==> src/rtl/alu_pkg.sv <==
// Shared definitions for the ALU issue block.
// Contents: RV32I opcode constants, alu_mode encodings, issue FSM state enum,
//           and decode helpers for legality and ALU mode selection.
package alu_pkg;

   typedef enum logic [1:0] {
      IDLE  = 2'd0,
      ISSUE = 2'd1,
      WB    = 2'd2
   } state_t;

   localparam logic [6:0] OPC_OP     = 7'b0110011;
   localparam logic [6:0] OPC_OP_IMM = 7'b0010011;

   // alu_mode = {alt, funct3}; alt selects SUB / SRA.
   localparam logic [3:0] MODE_ADD     = 4'b0000;
   localparam logic [3:0] MODE_SUB     = 4'b1000;
   localparam logic [3:0] MODE_SLL     = 4'b0001;
   localparam logic [3:0] MODE_SLT     = 4'b0010;
   localparam logic [3:0] MODE_SLTU    = 4'b0011;
   localparam logic [3:0] MODE_XOR     = 4'b0100;
   localparam logic [3:0] MODE_SRL     = 4'b0101;
   localparam logic [3:0] MODE_SRA     = 4'b1101;
   localparam logic [3:0] MODE_OR      = 4'b0110;
   localparam logic [3:0] MODE_AND     = 4'b0111;
   localparam logic [3:0] MODE_ILLEGAL = 4'b1111;

   // Only the OP / OP-IMM encodings the ALU can execute are legal.
   function automatic logic is_legal(input logic [31:0] instr);
      logic [6:0] opcode;
      logic [2:0] funct3;
      logic [6:0] funct7;
      opcode = instr[6:0];
      funct3 = instr[14:12];
      funct7 = instr[31:25];
      is_legal = 1'b0;
      if (opcode == OPC_OP) begin
         is_legal = (funct7 == 7'b0000000) ||
                    (funct7 == 7'b0100000 && (funct3 == 3'b000 || funct3 == 3'b101));
      end else if (opcode == OPC_OP_IMM) begin
         case (funct3)
            3'b001:  is_legal = (funct7 == 7'b0000000);
            3'b101:  is_legal = (funct7 == 7'b0000000) || (funct7 == 7'b0100000);
            default: is_legal = 1'b1;
         endcase
      end
   endfunction

   // For OP-IMM, instr[30] is an immediate bit except for shifts-right,
   // so it only contributes to the mode when funct3 selects SRLI/SRAI.
   function automatic logic [3:0] decode_mode(input logic [31:0] instr);
      if (instr[6:0] == OPC_OP || instr[14:12] == 3'b101)
         decode_mode = {instr[30], instr[14:12]};
      else
         decode_mode = {1'b0, instr[14:12]};
   endfunction

endpackage

==> src/rtl/alu_regfile.sv <==
// 32x32 integer register file with x0 hardwired to zero.
// Ports: clk, reset (async, active-high; clears x1..x31 when RF_CLEAR=1),
//        we/waddr/wdata (synchronous write), raddr_a/rdata_a and
//        raddr_b/rdata_b (combinational reads), dbg_addr/dbg_data
//        (combinational debug read).
module alu_regfile #(
   parameter bit RF_CLEAR = 1'b1
) (
   input  logic        clk,
   input  logic        reset,
   input  logic        we,
   input  logic [4:0]  waddr,
   input  logic [31:0] wdata,
   input  logic [4:0]  raddr_a,
   output logic [31:0] rdata_a,
   input  logic [4:0]  raddr_b,
   output logic [31:0] rdata_b,
   input  logic [4:0]  dbg_addr,
   output logic [31:0] dbg_data
);

   logic [31:0] mem [0:31];

   // NOTE: the storage only gets a reset branch when clearing is wanted; a
   // memory without reset maps onto plain RAM cells, one with reset cannot.
   generate
      if (RF_CLEAR) begin : g_clear
         always_ff @(posedge clk or posedge reset) begin
            if (reset) begin
               for (int i = 0; i < 32; i++) mem[i] <= '0;
            end else if (we && waddr != 5'd0) begin
               mem[waddr] <= wdata;
            end
         end
      end else begin : g_keep
         always_ff @(posedge clk) begin
            if (we && waddr != 5'd0) mem[waddr] <= wdata;
         end
      end
   endgenerate

   // x0 is decoded away on read, so mem[0] is never observed.
   assign rdata_a  = (raddr_a  == 5'd0) ? '0 : mem[raddr_a];
   assign rdata_b  = (raddr_b  == 5'd0) ? '0 : mem[raddr_b];
   assign dbg_data = (dbg_addr == 5'd0) ? '0 : mem[dbg_addr];

endmodule

==> src/rtl/alu_issue.sv <==
// Single-issue front end for an external ALU: decodes RV32I OP/OP-IMM
// instructions, reads operands, presents them to the ALU, and writes the
// ALU result back. One instruction every 3 cycles (IDLE -> ISSUE -> WB).
// Ports: clk, reset (async, active-high), instr_valid/instr/instr_ready
//        (instruction handshake), alu_rs1/alu_rs2/alu_mode (registered ALU
//        request), alu_rd (ALU result), retire/retire_rd/retire_data
//        (writeback report), illegal (dropped-instruction pulse),
//        dbg_addr/dbg_data (register-file debug read).
module alu_issue
   import alu_pkg::*;
#(
   parameter bit RF_CLEAR = 1'b1
) (
   input  logic        clk,
   input  logic        reset,
   input  logic        instr_valid,
   input  logic [31:0] instr,
   output logic        instr_ready,
   output logic [31:0] alu_rs1,
   output logic [31:0] alu_rs2,
   output logic [3:0]  alu_mode,
   input  logic [31:0] alu_rd,
   output logic        retire,
   output logic [4:0]  retire_rd,
   output logic [31:0] retire_data,
   output logic        illegal,
   input  logic [4:0]  dbg_addr,
   output logic [31:0] dbg_data
);

   state_t      state;
   logic [4:0]  wb_rd;
   logic [31:0] rf_rs1;
   logic [31:0] rf_rs2;
   logic [31:0] imm_i;

   // Operands are read straight from the incoming word; the previous write
   // lands on the WB->IDLE edge, a full cycle before the earliest next
   // acceptance edge, so no bypass is needed.
   alu_regfile #(.RF_CLEAR(RF_CLEAR)) u_regfile (
      .clk      (clk),
      .reset    (reset),
      .we       (state == WB),
      .waddr    (wb_rd),
      .wdata    (alu_rd),
      .raddr_a  (instr[19:15]),
      .rdata_a  (rf_rs1),
      .raddr_b  (instr[24:20]),
      .rdata_b  (rf_rs2),
      .dbg_addr (dbg_addr),
      .dbg_data (dbg_data)
   );

   assign imm_i       = {{20{instr[31]}}, instr[31:20]};
   assign instr_ready = (state == IDLE);

   // NOTE: all state and registered outputs use non-blocking assignments so
   // every register samples pre-edge values regardless of statement order.
   always_ff @(posedge clk or posedge reset) begin
      if (reset) begin
         state       <= IDLE;
         alu_rs1     <= '0;
         alu_rs2     <= '0;
         alu_mode    <= '0;
         wb_rd       <= '0;
         retire      <= 1'b0;
         retire_rd   <= '0;
         retire_data <= '0;
         illegal     <= 1'b0;
      end else begin
         retire  <= 1'b0;
         illegal <= 1'b0;
         case (state)
            IDLE: begin
               if (instr_valid) begin
                  if (is_legal(instr)) begin
                     alu_rs1  <= rf_rs1;
                     alu_rs2  <= (instr[6:0] == OPC_OP) ? rf_rs2 : imm_i;
                     alu_mode <= decode_mode(instr);
                     wb_rd    <= instr[11:7];
                     state    <= ISSUE;
                  end else begin
                     // Dropped: operands keep their last value.
                     alu_mode <= MODE_ILLEGAL;
                     illegal  <= 1'b1;
                  end
               end
            end
            ISSUE: state <= WB;
            WB: begin
               retire      <= 1'b1;
               retire_rd   <= wb_rd;
               retire_data <= alu_rd;
               state       <= IDLE;
            end
            default: state <= IDLE;
         endcase
      end
   end

endmodule

==> config.mk <==
export PLATFORM = sky130hd
export DESIGN_NAME = alu_issue
export DESIGN_NICKNAME = d
export VERILOG_FILES = /design/src/rtl/alu_pkg.sv /design/src/rtl/alu_regfile.sv /design/src/rtl/alu_issue.sv
export SDC_FILE = /design/constraint.sdc
export NUM_CORES = 2
export LEC_CHECK = 0
export ABC_AREA = 0
export CORE_MARGIN = 4
export CORE_UTILIZATION = 52
export DETAILED_ROUTE_END_ITERATION = 7
export PLACE_DENSITY = 0.65
export REMOVE_ABC_BUFFERS = 1
export SYNTH_ARGS = -nofsm -noshare
export SYNTH_HDL_FRONTEND = slang
export SYNTH_SLANG_ARGS = --single-unit
==> constraint.sdc <==
create_clock -name clk -period 45.4 [get_ports clk]
set_input_delay 6.81 -clock clk [delete_from_list [all_inputs] [get_ports clk]]
set_output_delay 6.81 -clock clk [all_outputs]
set_load 0.02 [all_outputs]
==> impl_metrics.py <==
metrics = {
    "place": {
        "gp_congestion": 0.828,
        "detailed_place_hpwl_um": 120000,
        "place_worst_setup_slack_ns": 27.28,
        "dpl_cell_area_um2": 69700,
        "io_buffers": 211,
    },
    "logic_synthesis": {
        "synth_top_flop_cell": "dfrtp_1",
        "yosys.area_share.xor_xnor_pct": 0,
        "synth.top_cells.by_area": "dfrtp_1 43%, mux4_2 29%, mux2_2 18%",
        "synth_fa_ha_area_share_pct": 0,
        "synth.largest_area_cell": "dfrtp_1",
        "yosysWarnings": 0,
        "synthMuxAreaShare_pct": 48.1,
        "synth_seq_area_share_pct": 42.9,
        "synth-compound-area-share_pct": 2.78,
        "synth.ff_latch_count": 1138,
        "avgSynthCellArea_um2": 15.2,
        "synth.distinct_cells": 51,
        "synth_instances": 4352,
        "synthSimpleGateAreaFrac_pct": 2.91,
        "synth_top_family_by_area": "multiplexers",
        "synth_edf_count": 0,
        "synth_async_sr_flop_share_pct": 100,
        "synthesis.area_um2": 66300,
        "post-synth-top-area-fraction_pct": 42.9,
    },
    "setup_path": {
        "timing.rr.start": "state[1]$_DFFE_PP0P_",
        "cp_slowest_stage_delay_ns": 0.94,
        "path_common_cell": "mux4_2",
        "timing.critical_path.to_type": "output port",
        "critical_path_peak_fanout": 90,
        "crit_chain": "buf_8 -> buf_12 -> buf_4 -> mux4_2 -> mux4_2 -> nand2_1 -> o21ai_0 -> clkdlybuf4s50_1",
        "number_of_cells_on_the_worst_reg_to_reg_path": 7,
        "worst-endpoint-arrival_ns": 11.29,
        "critical-path-slowest-cell": "buf_4",
        "required_arrival_time_at_the_worst_endpoint_ns": 38.59,
        "nature_of_the_critical_path_startpoint": "input pin",
        "setup.reg_to_reg.worst_slack_ns": 41.58,
        "critical_path.reg2reg.endpoint": "alu_rs2[7]$_DFFE_PP0P_",
        "criticalPathCategory": "input pin to output port",
    },
    "detailed_routing": {
        "vias": 44200,
        "vias_per_cell": 7.31,
        "drt_first_iter_violations": 5735,
        "drc_errors": 0,
        "detailedRoute.firstPassIterationCount": 6,
        "routedWlPerCell_um": 36.8,
        "routed_wl_um": 222000,
        "postRouteAntennaNets": 0,
    },
    "die": {
        "chipHeight_um": 365,
        "dieArea_um2": 133000,
        "floorplan.initialDensity_pct": 52.6,
        "floorplan_core_area_um2": 126000,
        "die_w_um": 365,
        "io_pins": 212,
        "fp-row-count": 130,
    },
    "clock_tree": {
        "clock_tree.root_cell": "clkbuf_16",
        "htreeDepth": 4,
        "tritoncts.num_buffers": 134,
        "clock_pin_slew_of_the_registers_on_the_worst_case_setup_and_hold_paths_ns": 0.06,
        "cts_setup_buffers": 0,
        "cts.sink_count": 1138,
        "worst_skew_pair.late_latency_ns": 0.77,
        "cts_hold_buf": 0,
        "post_cts.resized_instances": 0,
        "worst_case_clock_buffer_depth": 3,
        "cts_tree": "done",
    },
    "sta": {
        "layout_worst_path_cycle_share_pct": 39.9,
        "setup-tns-final_ns": 0,
        "setup_violations": 0,
        "slew_headroom_pct": 14.3,
        "tightest_slew_ns": 1.28,
        "timing.fmax_mhz": 55.2,
        "timing.final.hold_violations": 0,
        "setup_repair_after_global_routing_missed_its_margin": "false",
        "finalWorstSetupSlack_ns": 27.30,
        "finalWorstPathRequiredPeriod_ns": 18.10,
        "finClkSkew_ns": 0.0297,
        "drv_slew": 0,
    },
    "final_layout": {
        "mostFrequentLayoutCells": "1138 x dfrtp_1, 1033 x mux2_2, 861 x mux4_2",
        "finish.net_count": 4354,
        "final_util_pct": 58.8,
        "leading_cell_type_in_the_layout_fill_and_taps_excluded": "dfrtp_1",
        "drive_above_1_share_pct": 51.7,
        "area_growth_pct": 11.9,
        "finalInstanceArea_um2": 74200,
    },
    "worst_hold_path": {
        "holdCritPathClass": "flip-flop to flip-flop",
        "worst_hold_startpoint": "u_regfile.mem[996]$_DFFE_PP0P_",
        "worst_hold_path.endpoint": "u_regfile.mem[996]$_DFFE_PP0P_",
        "hold-path-cell-count": 0,
    },
    "power": {
        "clockPowerShare_pct": 45.2,
        "ratio_of_total_power_to_cell_area_nw_per_um2": 33.4,
        "leakage_nw": 31.0,
        "switching_power_total_w": 0.000623,
        "power.combinational.fraction_pct": 11.6,
        "power.ir.vdd_worst_uv": 42.0,
        "internal_power_w": 0.00186,
        "relative_contribution_of_sequential_cells_to_total_power_pct": 43.2,
        "netSwitchingFraction_pct": 25.1,
    },
    "global_routing": {
        "grtUsageTotal_pct": 33.8,
        "first_global_vias": 44500,
        "grt_overflow": 0,
        "initial_antenna_violation_count": 7,
        "wire_length_of_the_first_global_routing_pass_um": 323000,
        "largest_net_degree_at_the_start_of_global_routing": 167,
    },
    "flow_run": {
        "maxCapViolCount": 0,
    },
    "outcome": {
        "status": "completed",
    },
}
-- cell type report --
type,instances,area [um2]
Inverter,42,168
Clock inverter,35,464
Fill cell,9818,52000
Tap cell,1650,2060
Sequential cell,1138,28500
Antenna cell,7,17.5
Timing Repair Buffer,309,2930
Clock buffer,201,4060
Multi-Input combinational cell,2657,36000
-- synthesized netlist by cell type (all sizes together) (6+ instances only) --
cell,n
buf,163
dfrtp,1138
nor2b,7
o22ai,6
or3,6
o21ai,79
o211a,15
o221a,6
clkbuf,352
mux4,861
nor3,7
inv,42
a221o,8
nand3,97
nor2,39
nand2,219
nand4b,21
o2111ai,36
a31oi,6
a22oi,44
mux2i,90
mux2,1033
a21oi,13
o22a,22
-- through the flow --
step | total power [W] | hold slack [ns] | instances
after floorplan | 0.00124 | 0.365 | 3837
after global placement | 0.00137 | 0.387 | 5796
final | 0.00248 | 0.400 | 6039
after global routing | 0.00256 | 0.424 | 6032
after detailed placement | 0.00138 | 0.388 | 5796
after CTS | 0.00249 | 0.402 | 6032
-- registers in the layout (all words and copies together) (netlist names) --
signal / flops
retire_data: 32
illegal: 1
wb_rd: 5
alu_rs2: 32
alu_mode: 4
alu_rs1: 32
u_regfile.mem: 1024
retire_rd: 5
retire: 1
state: 2
-- metal layers --
layer	part of all wire, %	global-route usage [%]	vias to the layer above	wire length (um)
met1	40	48.1	24000	89400
met3	10	8.59	457	22500
met4	3.6	11.5	4	7960
li1	-	-	17100	-
met5	0.013	0	-	28
met2	46	51.5	2564	102000
-- worst max path at each step --
stage                     start                       to  slack, ns  cells past startpoint
floorplan                 reset  alu_mode[0]$_DFFE_PP0P_       6.54                      1
global placement    dbg_addr[0]              dbg_data[8]      27.26                      8
detailed placement  dbg_addr[0]             dbg_data[26]      27.28                      8
CTS                 dbg_addr[0]             dbg_data[26]      27.26                      8
global route        dbg_addr[0]             dbg_data[26]      27.00                      8
finish              dbg_addr[0]              dbg_data[8]      27.30                      8
-- critical path, delay by kind of cell --
kind / cells / cell delay, ns
multiplexers: 2 / 1.07
AND/OR/NAND/NOR: 1 / 0.07
buffers and inverters: 4 / 2.81
AO/OA/AOI/OAI: 1 / 0.33
-- logic make-up after synthesis --
kind of cell / count (synthesis)
mux: 1984
flops: 1138
buf+inv: 557
simple gates: 420
compound gates: 253
-- power by group through the flow --
stage | Clock [W] | Combinational [W] | Sequential (W)
floorplan | 0 | 0.000148 | 0.00109
detailed placement | 0 | 0.000288 | 0.00109
CTS | 0.00113 | 0.000289 | 0.00107
global route | 0.00118 | 0.000306 | 0.00107
global placement | 0 | 0.000286 | 0.00109
finish | 0.00112 | 0.000288 | 0.00107
(Power assumes the default switching activity.)
